[config.mk]
export PLATFORM = sky130hd
export DESIGN_NAME = gpio_serial_cfg_bank_flat
export DESIGN_NICKNAME = d
export VERILOG_FILES = /design/src/rtl/gpio_serial_cfg_bank_if.sv /design/src/rtl/gpio_serial_cfg_bank.sv /design/src/flat_wrapper.sv
export SDC_FILE = /design/constraint.sdc
export NUM_CORES = 2
export LEC_CHECK = 0
export ABC_AREA = 1
export BUFFER_PORTS_ARGS = -buffer_cell sky130_fd_sc_hd__buf_2
export CAP_MARGIN = 20
export CORE_AREA = 2 2 406 408
export CTS_BUF_LIST = sky130_fd_sc_hd__clkbuf_16
export DETAILED_ROUTE_END_ITERATION = 12
export DIE_AREA = 0 0 408 410
export GPL_ROUTABILITY_DRIVEN = 0
export PLACE_DENSITY = 0.45
export SLEW_MARGIN = 25
export SYNTH_ARGS = -nofsm -noshare
export SYNTH_HDL_FRONTEND = slang
export SYNTH_SLANG_ARGS = --single-unit
[constraint.sdc]
create_clock -name clk -period 5.1 [get_ports clk]
set_input_delay 0.255 -clock clk [delete_from_list [all_inputs] [get_ports clk]]
set_output_delay 0.255 -clock clk [all_outputs]
set_load 0.005 [all_outputs]
[src/rtl/gpio_serial_cfg_bank_if.sv]
// PS GPIO side of the serial configuration bank: raw GPIO lines in, channel select,
// active configuration registers and commit status out.
interface gpio_serial_cfg_bank_if #(
    parameter int NUM_CH   = 8,
    parameter int NUM_REGS = 4,
    parameter int REG_W    = 32,
    parameter int GPIO_W   = 16
) ();
    logic [GPIO_W-1:0]                gpio_in;
    logic [NUM_CH-1:0]                chan_sel;
    logic [NUM_CH*NUM_REGS*REG_W-1:0] cfg_out;
    logic [NUM_CH-1:0]                commit_pulse;
    logic                             cfg_err;

    modport master (
        output gpio_in,
        input  chan_sel,
        input  cfg_out,
        input  commit_pulse,
        input  cfg_err
    );

    modport slave (
        input  gpio_in,
        output chan_sel,
        output cfg_out,
        output commit_pulse,
        output cfg_err
    );
endinterface

[src/rtl/gpio_serial_cfg_bank.sv]
// GPIO bit-banged configuration bank: synchronised serial loads into shared shadows,
// length-checked atomic commit into the active registers of every selected channel.
module gpio_serial_cfg_bank #(
    parameter int NUM_CH      = 8,
    parameter int NUM_REGS    = 4,
    parameter int REG_W       = 32,
    parameter int GPIO_W      = 16,
    parameter int SYNC_STAGES = 2
) (
    input  logic                  clk,
    input  logic                  rstn,
    gpio_serial_cfg_bank_if.slave bus
);
    localparam int NUM_LINES   = NUM_REGS + 3;
    localparam int SDATA_LINE  = 0;
    localparam int CS_LINE     = 1;
    localparam int COMMIT_LINE = NUM_REGS + 2;
    localparam int CW          = $clog2(REG_W + 2);
    localparam int AW          = $clog2(SYNC_STAGES + 2);
    localparam logic [CW-1:0] CNT_FULL = CW'(REG_W);
    localparam logic [CW-1:0] CNT_SAT  = CW'(REG_W + 1);
    localparam logic [AW-1:0] ARM_DONE = AW'(SYNC_STAGES + 1);

    if (NUM_REGS + 3 > GPIO_W) begin : g_gpio_too_narrow
        $error("gpio_serial_cfg_bank: GPIO_W must be at least NUM_REGS+3");
    end
    if (SYNC_STAGES < 2) begin : g_sync_too_short
        $error("gpio_serial_cfg_bank: SYNC_STAGES must be at least 2");
    end
    if (NUM_CH < 2) begin : g_too_few_channels
        $error("gpio_serial_cfg_bank: NUM_CH must be at least 2");
    end
    if (GPIO_W > NUM_LINES) begin : g_spare_gpio
        logic unused_gpio;
        assign unused_gpio = ^bus.gpio_in[GPIO_W-1:NUM_LINES];
    end

    logic [NUM_LINES-1:0] sync_q [SYNC_STAGES];
    logic [NUM_LINES-1:0] sync_prev;
    logic [NUM_LINES-1:0] rise;
    logic [AW-1:0]        arm_cnt;
    logic                 armed;

    logic                sdata;
    logic                cs_edge;
    logic                commit_edge;
    logic [NUM_REGS-1:0] reg_edge;

    logic [NUM_CH-1:0]   chan_sel_q;
    logic [NUM_CH-1:0]   commit_pulse_q;
    logic                cfg_err_q;
    logic [REG_W-1:0]    shadow [NUM_REGS];
    logic [CW-1:0]       cnt    [NUM_REGS];
    logic [NUM_REGS-1:0] dirty;
    logic [REG_W-1:0]    active [NUM_CH][NUM_REGS];
    logic [NUM_CH*NUM_REGS*REG_W-1:0] cfg_flat;

    // Lines held high through reset would look like rising edges once the
    // synchroniser fills, so edges stay masked until the pipeline has settled.
    always_ff @(posedge clk) begin
        if (!rstn) begin
            for (int s = 0; s < SYNC_STAGES; s++) begin
                sync_q[s] <= '0;
            end
            sync_prev <= '0;
            arm_cnt   <= '0;
        end else begin
            sync_q[0] <= bus.gpio_in[NUM_LINES-1:0];
            for (int s = 1; s < SYNC_STAGES; s++) begin
                sync_q[s] <= sync_q[s-1];
            end
            sync_prev <= sync_q[SYNC_STAGES-1];
            if (!armed) begin
                arm_cnt <= arm_cnt + 1'b1;
            end
        end
    end

    assign armed       = (arm_cnt == ARM_DONE);
    assign rise        = sync_q[SYNC_STAGES-1] & ~sync_prev & {NUM_LINES{armed}};
    assign sdata       = sync_q[SYNC_STAGES-1][SDATA_LINE];
    assign cs_edge     = rise[CS_LINE];
    assign commit_edge = rise[COMMIT_LINE];
    assign reg_edge    = rise[2 +: NUM_REGS];

    // A commit always sees the pre-shift chan_sel, shadow and counter; a load edge in
    // the same cycle still shifts and starts a fresh count at one.
    always_ff @(posedge clk) begin
        if (!rstn) begin
            chan_sel_q     <= '0;
            commit_pulse_q <= '0;
            cfg_err_q      <= 1'b0;
            dirty          <= '0;
            for (int r = 0; r < NUM_REGS; r++) begin
                shadow[r] <= '0;
                cnt[r]    <= '0;
                for (int c = 0; c < NUM_CH; c++) begin
                    active[c][r] <= '0;
                end
            end
        end else begin
            commit_pulse_q <= commit_edge ? chan_sel_q : '0;
            if (cs_edge) begin
                chan_sel_q <= {chan_sel_q[NUM_CH-2:0], sdata};
            end
            for (int r = 0; r < NUM_REGS; r++) begin
                if (commit_edge && dirty[r]) begin
                    if (cnt[r] == CNT_FULL) begin
                        for (int c = 0; c < NUM_CH; c++) begin
                            if (chan_sel_q[c]) begin
                                active[c][r] <= shadow[r];
                            end
                        end
                    end else begin
                        cfg_err_q <= 1'b1;
                    end
                end
                if (reg_edge[r]) begin
                    shadow[r] <= {shadow[r][REG_W-2:0], sdata};
                    dirty[r]  <= 1'b1;
                    if (commit_edge) begin
                        cnt[r] <= CW'(1);
                    end else if (cnt[r] != CNT_SAT) begin
                        cnt[r] <= cnt[r] + 1'b1;
                    end
                end else if (commit_edge) begin
                    dirty[r] <= 1'b0;
                    cnt[r]   <= '0;
                end
            end
        end
    end

    always_comb begin
        cfg_flat = '0;
        for (int c = 0; c < NUM_CH; c++) begin
            for (int r = 0; r < NUM_REGS; r++) begin
                cfg_flat[(c*NUM_REGS+r)*REG_W +: REG_W] = active[c][r];
            end
        end
    end

    assign bus.chan_sel     = chan_sel_q;
    assign bus.cfg_out      = cfg_flat;
    assign bus.commit_pulse = commit_pulse_q;
    assign bus.cfg_err      = cfg_err_q;
endmodule

[src/flat_wrapper.sv]
// flat-port wrapper written by rule: the top's interface ports become plain ports
module gpio_serial_cfg_bank_flat 
#(
    parameter int NUM_CH      = 8,
    parameter int NUM_REGS    = 4,
    parameter int REG_W       = 32,
    parameter int GPIO_W      = 16,
    parameter int SYNC_STAGES = 2
)
  (clk, rstn, bus_gpio_in, bus_chan_sel, bus_cfg_out, bus_commit_pulse, bus_cfg_err);
  gpio_serial_cfg_bank_if #(.NUM_CH(NUM_CH), .NUM_REGS(NUM_REGS), .REG_W(REG_W), .GPIO_W(GPIO_W)) bus_i ();
  input  logic clk;
  input  logic rstn;
  input wire logic [$bits(bus_i.gpio_in)-1:0] bus_gpio_in;
  output wire logic [$bits(bus_i.chan_sel)-1:0] bus_chan_sel;
  output wire logic [$bits(bus_i.cfg_out)-1:0] bus_cfg_out;
  output wire logic [$bits(bus_i.commit_pulse)-1:0] bus_commit_pulse;
  output wire logic [$bits(bus_i.cfg_err)-1:0] bus_cfg_err;
  assign bus_i.gpio_in = bus_gpio_in;
  assign bus_chan_sel = bus_i.chan_sel;
  assign bus_cfg_out = bus_i.cfg_out;
  assign bus_commit_pulse = bus_i.commit_pulse;
  assign bus_cfg_err = bus_i.cfg_err;
  gpio_serial_cfg_bank #(.NUM_CH(NUM_CH), .NUM_REGS(NUM_REGS), .REG_W(REG_W), .GPIO_W(GPIO_W), .SYNC_STAGES(SYNC_STAGES)) u_core (.clk(clk), .rstn(rstn), .bus(bus_i));
endmodule
==> impl_results.rst <==
.. list-table::
   :header-rows: 1

   * - Metric
     - Value
   * - Result of the run
     - finished clean
   * - Fillcell total
     - 16806
   * - Worst-case register-to-register setup slack
     - 1.85 ns
   * - Post-detailed-route DRC marker count
     - 0
   * - Via count
     - between 30000 and 40000
   * - Total track usage
     - 18.9%
   * - Register area
     - 30400 um2
   * - Number of antenna-violating nets in the routed design
     - 0
   * - Achievable frequency
     - 0.308 GHz
   * - Starting DRC count in detailed routing
     - 2182
   * - Number of cells after detailed placement
     - 6913
   * - Proportion of netlist area held by the largest area contributor
     - 42.5%
   * - Area of the multi-input gates
     - 9820 um2
   * - Number of vias per cell after detailed routing
     - between 4 and 5
   * - Max Cap Viol
     - 0
   * - Area of the core region
     - 163000 um2
   * - TritonCTS clock tree
     - yes
   * - Filler-free cell count of the finished design
     - 7189
   * - Final Routed Wirelength
     - 165 mm
   * - Final Setup Violations
     - 0
   * - Maximum number of pins on one net before global-route repair
     - 212
   * - Wire length per cell
     - between 20 and 25 um
   * - Syn_area_per_cell
     - around 11 um2
   * - Classification of the worst setup path
     - flip-flop to flip-flop
   * - Number of synthesized flops with an enable pin
     - 600
   * - Share of synthesized flip-flops with an asynchronous set or reset
     - 0%
   * - Peak ir drop on the vdd network
     - between 0.3 and 0.4 mV
   * - Setup repair after global routing missed its margin
     - no
   * - Data required time of the critical path
     - 5.54 ns
   * - Static power due to leakage
     - 23.8 nW
   * - Buffer cell driving the clock tree root
     - sky130_fd_sc_hd__clkbuf_16
   * - Die outline width
     - 408 um
   * - Worst Skew
     - 0.0250 ns
   * - Setup fix buffers added after clock tree synthesis
     - 0
   * - Synthesized cell area
     - 42400 um2
   * - Congestion Overflow GR
     - 0
   * - Placement Rows
     - 149
   * - Number of I/O pins
     - 1059
   * - Die boundary height
     - 410 um
   * - Clk pin slew, worst setup/hold paths
     - 0.06 ns
   * - Area growth syn-to-layout
     - 29.0%
   * - Most used DFF post-synth
     - sky130_fd_sc_hd__dfxtp_1
   * - Max-slew violations
     - 0
   * - Post-route setup TNS
     - 0 ns
   * - Number of buffers created by CTS
     - 142
   * - Overall die area
     - 167000 um2
   * - Worst setup endpoint
     - u_core.active[0][378]
   * - Final worst path period need
     - between 3 and 4 ns
   * - Critical Path Source Type
     - flip-flop
   * - Count of hold-fix buffers inserted at cts
     - 10
   * - Number of hold-slack violations in the final timing report
     - 0
   * - Relative slew slack
     - 17.2%
   * - Post-cts gate resize count
     - 0
   * - Initial antenna violation count
     - 3
   * - Count of H-tree levels built during CTS
     - 4
   * - Reg-to-reg startpoint
     - u_core.arm_cnt[0]
   * - Global-route wire length before repair
     - 229 mm
   * - Via count of the first global-routing pass
     - approximately 30000
   * - Clock sink count
     - 1219
   * - Arrival time at the worst endpoint
     - 3.69 ns
   * - Share of the yosys chip area belonging to registers
     - between 70% and 80%
   * - Count of TritonRoute iterations in the first routing pass
     - 5
   * - Starting density of the core
     - 25.9%
   * - Fraction of layout cells with a size suffix above 1
     - 27.1%
   * - Leading area contributor after synthesis
     - sky130_fd_sc_hd__edfxtp_1
   * - Worst setup startpoint
     - u_core.arm_cnt[0]
   * - Clock Path Buffers
     - 3
   * - P per Cell Area
     - around 390 nW/um2
   * - Worst-margin pin slew
     - about 1.2 ns
   * - Synthesized instance count
     - around 3900
   * - Warnings, synthesis
     - 0
   * - CP Capture Type
     - flip-flop
   * - Cells taking the most area after synthesis
     - sky130_fd_sc_hd__edfxtp_1 (43%), sky130_fd_sc_hd__dfxtp_1 (29%), sky130_fd_sc_hd__nor2_1 (5.8%)
   * - Worst r2r path cells
     - 8
   * - Synthesis-stage register bit count
     - between 1000 and 1500
   * - Post-route clock period utilization
     - 63.7%
   * - Number of nets in the layout
     - 4909
   * - Post-synthesis net count
     - 3890
   * - Hold Crit Class
     - input pin to flip-flop
   * - Clock network latency to the later pin of the worst-skew pair
     - 0.78 ns
   * - Number of input and output port buffers inserted
     - about 1000
   * - Endpoint of the worst register-to-register path
     - u_core.active[0][378]
   * - DP HPWL
     - 116 mm
   * - Yosys cell types
     - 36
   * - Largest fanout of any net on the critical path
     - 17
[synth_stat cells (2+ instances only)]
| master | count |
|---|---|
| sky130_fd_sc_hd__nor2_1 | 656 |
| sky130_fd_sc_hd__dfxtp_1 | 619 |
| sky130_fd_sc_hd__edfxtp_1 | 600 |
| sky130_fd_sc_hd__o21ai_0 | 366 |
| sky130_fd_sc_hd__nand3_1 | 339 |
| sky130_fd_sc_hd__inv_1 | 334 |
| sky130_fd_sc_hd__nand2_1 | 258 |
| sky130_fd_sc_hd__a21oi_1 | 239 |
| sky130_fd_sc_hd__clkbuf_1 | 196 |
| sky130_fd_sc_hd__a211oi_1 | 130 |
| sky130_fd_sc_hd__buf_1 | 25 |
| sky130_fd_sc_hd__buf_2 | 16 |
| sky130_fd_sc_hd__ha_1 | 13 |
| sky130_fd_sc_hd__nand4_1 | 11 |
| sky130_fd_sc_hd__o21ai_1 | 6 |
| sky130_fd_sc_hd__buf_6 | 5 |
| sky130_fd_sc_hd__clkinv_1 | 5 |
| sky130_fd_sc_hd__inv_2 | 5 |
| sky130_fd_sc_hd__nor3_1 | 5 |
| sky130_fd_sc_hd__xor2_1 | 4 |
| sky130_fd_sc_hd__nand2_2 | 3 |
| sky130_fd_sc_hd__nor2_4 | 3 |
| sky130_fd_sc_hd__nor3b_1 | 3 |
| sky130_fd_sc_hd__o211ai_1 | 3 |
| sky130_fd_sc_hd__xnor2_1 | 3 |
| sky130_fd_sc_hd__nor2_2 | 2 |
[sequential cells by signal, summed over array words and instances, names as in the netlist]
name,cells
u_core.cnt,24
u_core.shadow,128
u_core.sync_prev,6
u_core.active,1024
u_core.dirty,4
u_core.bus.commit_pulse,8
u_core.bus.chan_sel,8
u_core.sync_q,14
u_core.arm_cnt,2
u_core.bus.cfg_err,1
[layout make-up]
class	instances	share of cell area (%)
antenna	3	0.0137
clock buffer	148	6.78
clock inverter	115	1.53
inverter	344	2.37
multi-input combinational	2053	18.0
sequential	1219	55.6
tap	2189	5.01
timing repair buffer	1118	10.7
[critical path, stage by stage (launching register included)]
cell	delay, ns
sky130_fd_sc_hd__dfxtp_1	0.34
sky130_fd_sc_hd__ha_1	0.22
sky130_fd_sc_hd__nand3_4	0.23
sky130_fd_sc_hd__inv_2	0.25
sky130_fd_sc_hd__nand2_1	0.09
sky130_fd_sc_hd__nor2_2	0.34
sky130_fd_sc_hd__inv_1	0.27
sky130_fd_sc_hd__o21ai_4	0.73
sky130_fd_sc_hd__buf_4	0.43
[stage by stage]
stage	util, %	setup slack (ns)	cell area [um2]	hold slack [ns]	total power [mW]
after floorplan	-	1.16	42400	0.353	11.0
after global placement	30.6	1.80	50000	0.406	11.4
after detailed placement	30.6	1.73	50000	0.410	11.3
after CTS	33.4	1.74	54600	0.148	21.4
after global routing	33.4	1.59	54600	0.215	21.8
final	33.4	1.85	54700	0.253	21.1
[report_power, final]
part           total, mW  leakage, nW  internal [mW]  switching [mW]
sequential          10.6         11.2           10.4           0.120
combinational      0.568         10.3          0.135           0.433
clock               9.98         2.34           5.70            4.29
total               21.1         23.8           16.3            4.84
[worst min-delay path by stage]
stage                         from             endpoint  slack, ns  cells after the start
4_1_cts             bus_gpio_in[5]  u_core.sync_q[0][5]       0.15                      4
2_1_floorplan       bus_gpio_in[0]  u_core.sync_q[0][0]       0.35                      2
3_5_place_dp   u_core.sync_q[0][0]  u_core.sync_q[0][7]       0.41                      2
3_3_place_gp   u_core.sync_q[0][0]  u_core.sync_q[0][7]       0.41                      2
6_report            bus_gpio_in[5]  u_core.sync_q[0][5]       0.25                      4
5_1_grt             bus_gpio_in[0]  u_core.sync_q[0][0]       0.22                      4
[routing by layer]
layer / track usage, % / vias to the layer above / wire length (um)
met3: 5.59 / 251 / 12200
met5: 0 / - / 0
met1: 23.9 / 15505 / 69400
met4: 7.73 / 0 / 6580
li1: - / 15171 / -
met2: 30.2 / 1056 / 76400
[placed cells by master (no fill, tap or decap), drive strengths merged]
cell type,synthesis,layout
o211a,1,1
ha,13,13
buf,46,1108
nand3,340,340
clkinvlp,0,7
a31oi,1,1
nand3b,1,1
and3,1,1
diode,0,3
nor3b,3,3
nor3,6,6
nor4,1,1
nand2,261,261
a21oi,239,239
xnor2,3,3
clkbuf,197,148
a41oi,1,1
clkinv,5,64
dfxtp,619,619
xor2,4,4
nor2,661,661
nand4,11,11
o21ai,372,372
a211oi,130,130
dlygate4sd3,0,10
edfxtp,600,600
inv,339,380
o211ai,3,3
bufinv,0,8
o22ai,1,1
[logic make-up after synthesis]
kind of cell	after synthesis	synth area share, %
AND/OR/NAND/NOR	1285	12.7
adder cells (fa/ha/maj)	13	0.384
XOR/XNOR	7	0.145
buffers and inverters	587	5.34
flip-flops	1219	71.8
AO/OA/AOI/OAI	748	9.65
Note: power is estimated with default switching activity, not from simulation.
